`config.mk`:
```
export PLATFORM = sky130hd
export DESIGN_NAME = rp_8bit_trace
export DESIGN_NICKNAME = d
export VERILOG_FILES = /design/src/rtl/rp_8bit_trace.sv
export SDC_FILE = /design/constraint.sdc
export NUM_CORES = 1
export LEC_CHECK = 0
export ABC_CLOCK_PERIOD_IN_PS = 7700
export CORE_MARGIN = 5
export CORE_UTILIZATION = 55
export CTS_BUF_LIST = sky130_fd_sc_hd__clkbuf_8
export CTS_CLUSTER_SIZE = 12
export DETAILED_ROUTE_END_ITERATION = 6
export PLACE_DENSITY = 0.77
export SLEW_MARGIN = 0
export SYNTH_ARGS = -nofsm -noshare
export SYNTH_HDL_FRONTEND = slang
export SYNTH_SLANG_ARGS = --single-unit
export TNS_END_PERCENT = 10
```
`constraint.sdc`:
```
create_clock -name clk -period 7.7 [get_ports clk]
set_input_delay 2.31 -clock clk [delete_from_list [all_inputs] [get_ports clk]]
set_output_delay 2.31 -clock clk [all_outputs]
set_load 0.03 [all_outputs]
```
`src/rtl/rp_8bit_trace.sv`:
```
// Instruction trace capture for the rp_8bit core fetch bus.
// Reassembles two-word instructions and queues records for a logger.
module rp_8bit_trace #(
  parameter int PAW   = 11,
  parameter int DEPTH = 4
) (
  input  logic           clk,
  input  logic           rst_n,
  input  logic           bus_vld,
  input  logic [PAW-1:0] bus_adr,
  input  logic [15:0]    bus_rdt,
  input  logic           bus_flush,
  output logic           trc_vld,
  input  logic           trc_rdy,
  output logic [PAW-1:0] trc_adr,
  output logic [15:0]    trc_code,
  output logic [15:0]    trc_ext,
  output logic           trc_wide,
  output logic           trc_err,
  output logic [7:0]     drop_cnt
);

  localparam int AW = $clog2(DEPTH);

  localparam logic [0:0] S_FIRST = 1'b0;
  localparam logic [0:0] S_EXT   = 1'b1;

  typedef struct packed {
    logic [PAW-1:0] adr;
    logic [15:0]    code;
    logic [15:0]    ext;
    logic           wide;
    logic           err;
  } rec_t;

  logic [0:0]     r_state;
  logic [PAW-1:0] r_hadr;
  logic [15:0]    r_hcode;
  rec_t           r_mem [DEPTH];
  logic [AW:0]    r_wptr;
  logic [AW:0]    r_rptr;
  logic [7:0]     r_drop;

  logic [0:0]     w_nxt;
  logic           w_wide;
  logic           w_in_ext;
  logic           w_push;
  logic           w_hold;
  logic           w_xdrop;
  rec_t           w_rec;
  rec_t           w_head;
  logic [PAW-1:0] w_hadr_inc;
  logic           w_full;
  logic           w_pop;
  logic           w_acc;
  logic [1:0]     w_drops;
  logic [8:0]     w_dsum;

  // lds/sts and jmp/call carry a second word
  assign w_wide =
    (bus_rdt[15:10] == 6'b100100 && bus_rdt[3:0] == 4'b0000) ||
    (bus_rdt[15:9] == 7'b1001010 && bus_rdt[3:2] == 2'b11);

  assign w_hadr_inc = r_hadr + PAW'(1);
  assign w_in_ext   = (r_state == S_EXT) && !bus_flush;

  // Next-state, push request and held-word capture
  always_comb begin
    w_nxt   = w_in_ext ? S_EXT : S_FIRST;
    w_push  = 1'b0;
    w_hold  = 1'b0;
    w_xdrop = 1'b0;
    w_rec   = '0;
    if (bus_vld) begin
      if (w_in_ext) begin
        w_push      = 1'b1;
        w_rec.adr   = r_hadr;
        w_rec.code  = r_hcode;
        w_rec.wide  = 1'b1;
        if (bus_adr == w_hadr_inc) begin
          w_rec.ext = bus_rdt;
          w_nxt     = S_FIRST;
        end else begin
          w_rec.err = 1'b1;
          if (w_wide) begin
            w_hold = 1'b1;
            w_nxt  = S_EXT;
          end else begin
            w_xdrop = 1'b1;
            w_nxt   = S_FIRST;
          end
        end
      end else if (w_wide) begin
        w_hold = 1'b1;
        w_nxt  = S_EXT;
      end else begin
        w_push     = 1'b1;
        w_rec.adr  = bus_adr;
        w_rec.code = bus_rdt;
        w_nxt      = S_FIRST;
      end
    end
  end

  assign trc_vld = (r_wptr != r_rptr);
  assign w_full  = (r_wptr[AW] != r_rptr[AW]) &&
                   (r_wptr[AW-1:0] == r_rptr[AW-1:0]);
  assign w_pop   = trc_vld & trc_rdy;
  assign w_acc   = w_push & (!w_full | w_pop);

  assign w_drops = {1'b0, w_push & ~w_acc} + {1'b0, w_xdrop};
  assign w_dsum  = {1'b0, r_drop} + {7'b0, w_drops};

  // FSM state and held first word
  always_ff @(posedge clk or negedge rst_n) begin
    if (!rst_n) begin
      r_state <= S_FIRST;
      r_hadr  <= '0;
      r_hcode <= '0;
    end else begin
      r_state <= w_nxt;
      if (w_hold) begin
        r_hadr  <= bus_adr;
        r_hcode <= bus_rdt;
      end
    end
  end

  // Record FIFO storage and pointers
  always_ff @(posedge clk or negedge rst_n) begin
    if (!rst_n) begin
      for (int i = 0; i < DEPTH; i++) r_mem[i] <= '0;
      r_wptr <= '0;
      r_rptr <= '0;
    end else begin
      if (w_acc) begin
        r_mem[r_wptr[AW-1:0]] <= w_rec;
        r_wptr <= r_wptr + 1'b1;
      end
      if (w_pop) r_rptr <= r_rptr + 1'b1;
    end
  end

  // Saturating count of lost records
  always_ff @(posedge clk or negedge rst_n) begin
    if (!rst_n) r_drop <= '0;
    else        r_drop <= w_dsum[8] ? 8'hFF : w_dsum[7:0];
  end

  assign w_head   = r_mem[r_rptr[AW-1:0]];
  assign trc_adr  = w_head.adr;
  assign trc_code = w_head.code;
  assign trc_ext  = w_head.ext;
  assign trc_wide = w_head.wide;
  assign trc_err  = w_head.err;
  assign drop_cnt = r_drop;

endmodule

```
## Word-level counts from Yosys, hierarchy flattened

Cells that the tools add are included.

| storage, ports and cells | value |
|---|---|
| flip-flop bits (word level) | 222 |
| input port bits | 32 |
| output and inout bits | 54 |
| logic and storage cells | 82 |

| operators by class | value |
|---|---|
| add/subtract/negate cells | 5 |
| order comparisons | 3 |
| equal/unequal tests | 7 |
| muxes and demuxes | 25 |
| bitwise operators | 7 |
| reductions and logical operators | 9 |

Operators with widths:

| kind | count |
|---|---|
| $bwmux W180 | 1 |
| $mux W45 | 4 |
| $bmux W45 S2 | 1 |
| $demux W45 S2 | 1 |
| $mux W27 | 2 |
| $mux W18 | 1 |
| $mux W16 | 1 |
| $mux W1 | 13 |
| $add A11 B1 Y11 const B | 1 |
| $eq A11 B11 Y1 | 1 |
| $add A8 B2 Y9 | 1 |
| $mux W8 | 1 |
| $eq A7 B7 Y1 const B | 1 |
| $add A3 B1 Y3 const B | 2 |
| $eq A6 B6 Y1 const B | 1 |
| $ge A3 B3 Y1 const B | 2 |
| $not A2 Y3 | 2 |
| $logic_and A1 B1 Y1 | 5 |
| $logic_not A4 Y1 | 1 |
| $and A1 B1 Y1 | 3 |
| $lt A3 B1 Y1 const B | 1 |
| $ne A3 B3 Y1 | 1 |
| $add A1 B1 Y2 | 1 |
| $eq A2 B2 Y1 | 1 |
| 6 further kinds | 7 |

## Longest topological paths before layout

Gate-level depths: netlist of run 1.

| depth | value |
|---|---|
| word-level depth | 12 |
| depth in mapped cells | 13 |
| gate-level depth less buffers | 13 |

## Worst setup path before layout of run 1

OpenSTA, ideal clock, no wires.

| timing | value |
|---|---|
| path kind | in2reg |
| start | input port bus_adr[9] |
| end | register r_drop[0] (netlist: drop_cnt[0]) |
| setup time | 123 ps |
| data arrival time | 4545 ps |
| data required time | 7577 ps |
| setup slack | 3032 ps |
| cell stages on the path | 12 |
| buffers on the path | 0 |
| path through | xor2_1 nand3_1 nor4_1 a21oi_1 nor4_4 nand2b_1 nor2b_1 fa_1 ha_1 and3_1 nand2_1 nand2b_1 |

| on the way | value |
|---|---|
| word-level cells in the longest chain between the ends | 7 |

RTL lines:

| element | line | text |
|---|---|---|
| from (decl) | 10 | `input logic [PAW-1:0] bus_adr,` |
| $eq A11 B11 Y1 | 80 | `if (bus_adr == w_hadr_inc) begin` |
| $mux W1 | 80 |  |
| $mux W1 | 75 | `if (w_in_ext) begin` |
| $mux W1 | 74 | `if (bus_vld) begin` |
| $add A1 B1 Y2 | 111 | `assign w_drops = {1'b0, w_push & ~w_acc} + {1'b0, w_xdrop};` |
| $add A8 B2 Y9 | 112 | `assign w_dsum = {1'b0, r_drop} + {7'b0, w_drops};` |
| $mux W8 | 147 | `else r_drop <= w_dsum[8] ? 8'hFF : w_dsum[7:0];` |
| to (signal assigned) | 147 |  |
| to (decl) | 42 | `logic [7:0] r_drop;` |

Every way passes these cells.
A chain may end at the register's enable or synchronous reset.

## Worst setup path in the final report of run 1

Ends and elaborated chain as after synthesis.

==> results by group, run 1 <==
Synth
  • Distinct cells, synth: 39
  • Largest family of logic cells by synthesized area: multiplexers
  • EDFF count, synth: 0
  • Post-synthesis mux area share: 0.139
  • Compound-Gate Fraction of Synth Area: 0.114
  • Xor and xnor area share after synthesis: 0.0205
  • Post-Syn Nets: 931
  • Top FF cell, synth: dfrtp_1
  • Mapped Avg Cell Area: ~11 sq um
  • Flops & latches, synth: 222
  • Simple-gate portion of the synthesized area: 0.121
  • Post-Syn Instances: 891
  • Synth Area in Adders: 0.0110
  • Post-synthesis sequential area ratio: 0.566
  • Share of synthesized flip-flops with an asynchronous set or reset: 1.00
  • Ys Warns: 0
  • Mapped cell area: between 9000 and 10000 sq um

Setup path
  • R2R Path End: drop_cnt[0]
  • Slowest stage delay, CP: slightly above 0.9 ns
  • CP most frequent cell: nand2b_1
  • CP Capture Type: flip-flop
  • Worst path bufs/invs: 1
  • Startpoint Class: input pin
  • Worst path required time: 8.10 ns
  • R2R depth: 12
  • R2R Setup Slk: around 3.8 ns
  • Worst path cell trace: clkdlybuf4s50_1 > xor2_1 > nand3_1 > nor4_1 > a21oi_1 > nor4_4 > nand2b_1 > nor2b_1 > fa_1 > ha_1 > and3_1 > nand2_1 > nand2b_1
  • Critical Path AT: 5.93 ns
  • Worst Setup SP: bus_adr[9]
  • Slowest-stage cell, CP: nor4_4
  • Worst r2r src: r_hadr[0]
  • Max FO, Critical Path: 18
  • Family with the most delay on the worst path: simple AND/OR/NAND/NOR gates
  • Critical path class: input pin to flip-flop

CTS
  • TritonCTS Buffers: 37
  • Clock transition at path regs: about 0.06 ns
  • CTS Sinks: 222
  • Root buffer selected by CTS: clkbuf_8
  • Clock Latency Late Sink: 0.52 ns
  • Post-cts resize count: 0
  • Hold-fix buffers, CTS: 0
  • CTS Buffer Depth: 3
  • TritonCTS clock tree: built
  • Post-CTS Setup Bufs: 0
  • H-tree Lvls: 2

Placement
  • Setup WS pre-CTS: approximately 1.7 ns
  • Placed cell count: 1153
  • DP HPWL: about 14000 um
  • Port Buffers: 85
  • GP Congestion: roughly 0.8
  • Placed cell area: 10800 sq um

Timing
  • PnR worst setup slack: approximately 2.2 ns
  • Crit path time final: between 5 and 6 ns
  • Fmax: 181 MHz
  • Normalized max-slew margin: 0.265
  • Final setup fails: 0
  • Final Hold Viols: 0
  • Max Slew Vio Count: 0
  • RSZ-0062 raised after global routing: false
  • Setup TNS: 0 ns
  • Final Skew: 0.0139 ns
  • Measured slew at the worst slew-check pin: 1.10 ns
  • Final cycle utilization of the critical path: 0.718

Min path
  • WHS Endpoint: r_mem[51]
  • Hold WC Path Type: flip-flop to flip-flop
  • Hold Path Origin: r_mem[51]
  • Hold depth: 2

Finish
  • Commonest non-fill, non-tap cells in the layout: 220 x dfrtp_1, 211 x nand2_1, 188 x o21ai_0
  • Fin nets: between 1000 and 1500
  • Design area: about 12000 sq um
  • Most common cell after layout, fill and taps aside: dfrtp_1
  • Synth-to-Final Area Change: 17.8%
  • Share of cells above drive strength 1: 0.144
  • Finished Layout Cells: ~1200
  • ANT cells: 0

Floorplanning
  • Starting density of the core: 0.564
  • Row Count: 48
  • Die H: 144 um
  • Chip Width: about 140 um
  • Total Die Area: 20600 sq um
  • IO Pins: 86
  • Core ar.: 17400 sq um

Global route
  • Largest net degree at the start of global routing: 112
  • Vias in the first global route: 7230
  • First-pass GRT wire length: between 30000 and 40000 um
  • Gr usage total: 0.228
  • Initial antenna violation count: 0
  • GRT overflow: 0

Power and ir drop
  • Pwr/cell area: 353 nW/um^2
  • Peak supply drop: 0.000255 V
  • Static Leakage: 0.00513 uW

Routing
  • Routed wire length: ~22000 um
  • Routed WL per cell: around 18 um
  • Drt via density: 5.76
  • Initial DRC count: 495
  • # DRC: 0
  • Number of detailed-route iterations in the first pass: 5
  • Final ANT Viol Nets: 0
  • Total number of vias: 7010

Run status
  • Status: finished clean

Flow run
  • Max-cap violations: 0
## cells in the mapped netlist, types with 4 or more instances
| cell type | number | share of area |
|---|---|---|
| mux2i_1 | 9 | 0.0092 |
| nand2_1 | 215 | 0.082 |
| and2_1 | 5 | 0.0032 |
| mux2_2 | 23 | 0.026 |
| xor2_1 | 10 | 0.0089 |
| mux4_2 | 45 | 0.10 |
| nor2_1 | 6 | 0.0023 |
| dfrtp_1 | 222 | 0.57 |
| buf_1 | 8 | 0.0031 |
| a22oi_1 | 13 | 0.0099 |
| nand2b_1 | 6 | 0.0038 |
| ha_1 | 7 | 0.0089 |
| inv_1 | 8 | 0.0031 |
| o21ai_0 | 188 | 0.096 |
| nand3_1 | 27 | 0.014 |
| xnor2_1 | 13 | 0.012 |
| a21oi_1 | 6 | 0.0031 |
| nand4_1 | 4 | 0.0025 |
| clkbuf_1 | 45 | 0.017 |
## worst register-to-register path, delay by kind of cell (launching register included)
| kind | cells | cell delay (ns) |
|---|---|---|
| and+or+nand+nor | 8 | 2.39 |
| adders and majority gates | 2 | 0.70 |
| DFF | 1 | 0.44 |
| AOI/OAI and AO/OA | 2 | 0.30 |
## state kept, by name (all words and copies together) (netlist names)
signal,flops
r_mem,180
r_hcode,16
r_hadr,11
drop_cnt,8
r_rptr,3
r_wptr,3
r_state,1
## kinds of logic after synthesis
family | after synthesis
compound gates | 214
fa+ha+maj | 8
mux | 77
simple gates | 280
xor+xnor | 23
flops | 222
buf+inv | 67
## worst max path at each step
stage,depth (start not counted),end
3_3_place_gp,13,drop_cnt[4]
3_5_place_dp,13,drop_cnt[2]
4_1_cts,13,drop_cnt[0]
6_report,13,drop_cnt[0]
5_1_grt,13,drop_cnt[0]
2_1_floorplan,12,drop_cnt[0]
## routing by layer
layer	track usage	wire, um	vias up	part of all wire
met5	0	0	-	0
met4	0.0773	490	0	0.022
met3	0.0373	1230	38	0.055
met2	0.376	11000	191	0.49
met1	0.313	9770	3504	0.43
li1	-	-	3277	-
## where the power goes
group / internal, uW / total [uW] / switching (uW)
Sequential: 1440 / 1690 / 252
Combinational: 600 / 1370 / 766
Clock: 577 / 1030 / 450
Total: 2620 / 4080 / 1470
## through the flow
step | hold WS, ns | total power, uW | utilization
after floorplan | 0.435 | 2570 | -
after global placement | 0.450 | 3050 | 0.621
after detailed placement | 0.455 | 3090 | 0.621
after CTS | 0.476 | 4130 | 0.664
after global routing | 0.490 | 4340 | 0.664
final | 0.474 | 4080 | 0.664
## area by class of cell
class,instances,area [sq um]
Clock buffer,50,688
Clock inverter,15,63.8
Fill cell,1354,5850
Inverter,8,30.0
Multi-Input combinational cell,602,4000
Sequential cell,222,5560
Tap cell,225,282
Timing Repair Buffer,96,938
(Power assumes the default switching activity.)
==> run 2, diff against run 1 <==
Settings changed: ABC_CLOCK_PERIOD_IN_PS 7700 to 4700, CORE_UTILIZATION 55 to 54, PLACE_DENSITY 0.77 to 0.78.
Clock period 7.7 ns to 4.7 ns, I/O delays scaled along.
==> run 2 against run 1 <==
Against the previous run: sequential share of layout area decreased by 0.55 points; cell count grew 1.4%; final area is 1.2% higher; clock power increased by 54%; global-route usage shrank 0.71 points; register-to-register slack got worse by 2.4 ns; via count grew 0.87%; utilization fell by 1.3 points; sequential power up 62%; first-iteration DRC count fell by 15%; hold slack lost 0.0031 ns; non-clock buffer count rose by 13; largest cell class unchanged.
==> results by group, run 2 (same netlist as run 1, synthesis figures left out) <==
Run status
  • Status: finished clean

Setup path
  • Worst path required time: 3.29 ns (-4.81 ns)
  • Critical Path AT: 2.80 ns (-3.13 ns)
  • Worst r2r src: r_hadr[0]
  • Slowest stage delay, CP: 0.77 ns (-0.16 ns)
  • Worst path bufs/invs: 2 (+1)
  • Family with the most delay on the worst path: buffers and inverters
  • Slowest-stage cell, CP: dfrtp_4
  • Startpoint Class: flip-flop
  • CP Capture Type: primary output
  • R2R Setup Slk: 1.40 ns (-2.37 ns)
  • R2R Path End: drop_cnt[2]
  • Max FO, Critical Path: 26 (+8)
  • R2R depth: 12 (unchanged)
  • Critical path class: flip-flop to primary output
  • Worst path cell trace: buf_4 > mux4_2 > clkdlybuf4s50_1

Finish
  • Fin nets: 1021 (+1.4%)
  • Synth-to-Final Area Change: 19.1%
  • ANT cells: 0 (unchanged)
  • Number of flip-flops under the largest register name: 180 (unchanged)
  • Largest Register: r_mem
  • Register area: 5560 sq um (unchanged)
  • Most common cell after layout, fill and taps aside: dfrtp_1
  • Multi-input logic area: 4000 sq um (unchanged)
  • Top flop regs: r_mem: 180 flops, r_hcode: 16 flops, r_hadr: 11 flops
  • Share of cells above drive strength 1: 0.153 (+0.00907)
  • Commonest non-fill, non-tap cells in the layout: 220 x dfrtp_1, 211 x nand2_1, 188 x o21ai_0
  • Filler Cell Count: 1413 (+4.4%)
  • Finished Layout Cells: 1235 (+1.4%)

Floorplanning
  • Core ar.: 18000 sq um (+3.1%)
  • Row Count: 49 (+2.1%)
  • Die H: 145 um (+0.86%)
  • Starting density of the core: 0.547 (-0.0172)
  • IO Pins: 86 (unchanged)
  • Chip Width: 145 um (+0.86%)
  • Total Die Area: 21000 sq um (+1.7%)

Timing
  • Fin Hold WS: 0.471 ns (-0.00315 ns)
  • Normalized max-slew margin: 0.365 (+0.0993)
  • Final cycle utilization of the critical path: 0.895
  • Setup TNS: 0 ns (unchanged)
  • Fmax: 238 MHz
  • Max Slew Vio Count: 0 (unchanged)
  • Final Hold Viols: 0 (unchanged)
  • RSZ-0062 raised after global routing: false
  • Final setup fails: 0 (unchanged)
  • Final Skew: 0.0158 ns (+0.00183 ns)
  • Crit path time final: 4.21 ns
  • Measured slew at the worst slew-check pin: 0.953 ns (-0.149 ns)

Flow run
  • Max-cap violations: 0 (unchanged)

CTS
  • Post-CTS Setup Bufs: 0 (unchanged)
  • CTS Sinks: 222 (unchanged)
  • Clock transition at path regs: 0.06 ns (about the same)
  • Post-cts resize count: 0 (unchanged)
  • Clock Latency Late Sink: 0.52 ns (about the same)
  • Hold-fix buffers, CTS: 0 (unchanged)
  • H-tree Lvls: 2 (unchanged)
  • CTS Buffer Depth: 3 (unchanged)
  • TritonCTS clock tree: built
  • Root buffer selected by CTS: clkbuf_8
  • TritonCTS Buffers: 38 (+2.7%)

Placement
  • GP Congestion: 0.808 (+1.1%)
  • Placed cell count: 1170 (+1.5%)
  • DP HPWL: 14800 um (+2.6%)
  • Port Buffers: 85 (unchanged)

Global route
  • Largest net degree at the start of global routing: 118 (+5.4%)
  • Vias in the first global route: 7080 (-2.1%)
  • Gr usage total: 0.221 (-0.00708)
  • GRT overflow: 0 (unchanged)
  • Initial antenna violation count: 1 (+1)
  • First-pass GRT wire length: 36500 um (-2.0%)

Routing
  • Drt via density: 5.73 (-0.52%)
  • Initial DRC count: 420 (-15%)
  • Final ANT Viol Nets: 0 (unchanged)
  • Total number of vias: 7071 (+0.87%)
  • # DRC: 0 (unchanged)
  • Routed wire length: 22300 um (-0.70%)
  • Routed WL per cell: 18.1 um (-2.1%)
  • Number of detailed-route iterations in the first pass: 5 (unchanged)

Power and ir drop
  • Peak supply drop: 0.000516 V (+100%)
  • Pwr/cell area: 571 nW/um^2 (+62%)
  • Static Leakage: 0.00522 uW (+1.6%)

Min path
  • Hold WC Path Type: flip-flop to flip-flop
  • WHS Endpoint: r_hcode[15]
  • Hold depth: 1 (-1)
  • Hold Path Origin: r_hcode[15]
run 2: cell types whose count changed in the layout (fill, tap and decap cells not counted):
cell and delta:
clkinv_2 +4, inv_1 +2, buf_12 +7, clkbuf_8 -5
buf_8 -1, buf_4 +6
run 2: cell type report:
type,count,share of cell area
Multi-Input combinational cell,602,0.342
Inverter,8,0.00257
Tap cell,229,0.0245
Timing Repair Buffer,109,0.0960
Sequential cell,222,0.475
Clock buffer,44,0.0518
Clock inverter,21,0.00781
run 2: where the power goes:
group	switching, uW	total (uW)	leakage, uW	internal, uW
Clock	740	1590	0.000413	850
Sequential	365	2730	0.00296	2360
Combinational	1300	2360	0.00184	1060
Total	2410	6680	0.00522	4270
run 2: how the worst max path moves through the flow:
stage / from / endpoint / slack (ns) / depth (start not counted)
2_1_floorplan: bus_adr[9] / drop_cnt[0] / 0.93 / 12
3_3_place_gp: bus_rdt[0] / drop_cnt[0] / 0.26 / 11
3_5_place_dp: bus_rdt[0] / drop_cnt[5] / 0.17 / 11
4_1_cts: r_rptr[0] / trc_ext[13] / 0.42 / 3
5_1_grt: r_rptr[0] / trc_ext[13] / 0.34 / 3
6_report: r_rptr[0] / trc_ext[13] / 0.49 / 3
run 2: stage by stage:
step                cell area, sq um  setup slack [ns]  power [uW]   util
detailed placement             11000             0.172        5140  0.612
floorplan                       9820             0.932        4210      -
CTS                            11700             0.419        6750  0.651
global route                   11700             0.342        7090  0.651
global placement               11000             0.255        5070  0.612
finish                         11700             0.491        6680  0.651
run 2: per-layer routing:
metal,up-vias,track usage,part of all wire
met3,34,0.0388,0.065
met5,-,0,0.00045
li1,3315,-,-
met1,3515,0.309,0.43
met4,2,0.0658,0.018
met2,205,0.360,0.49
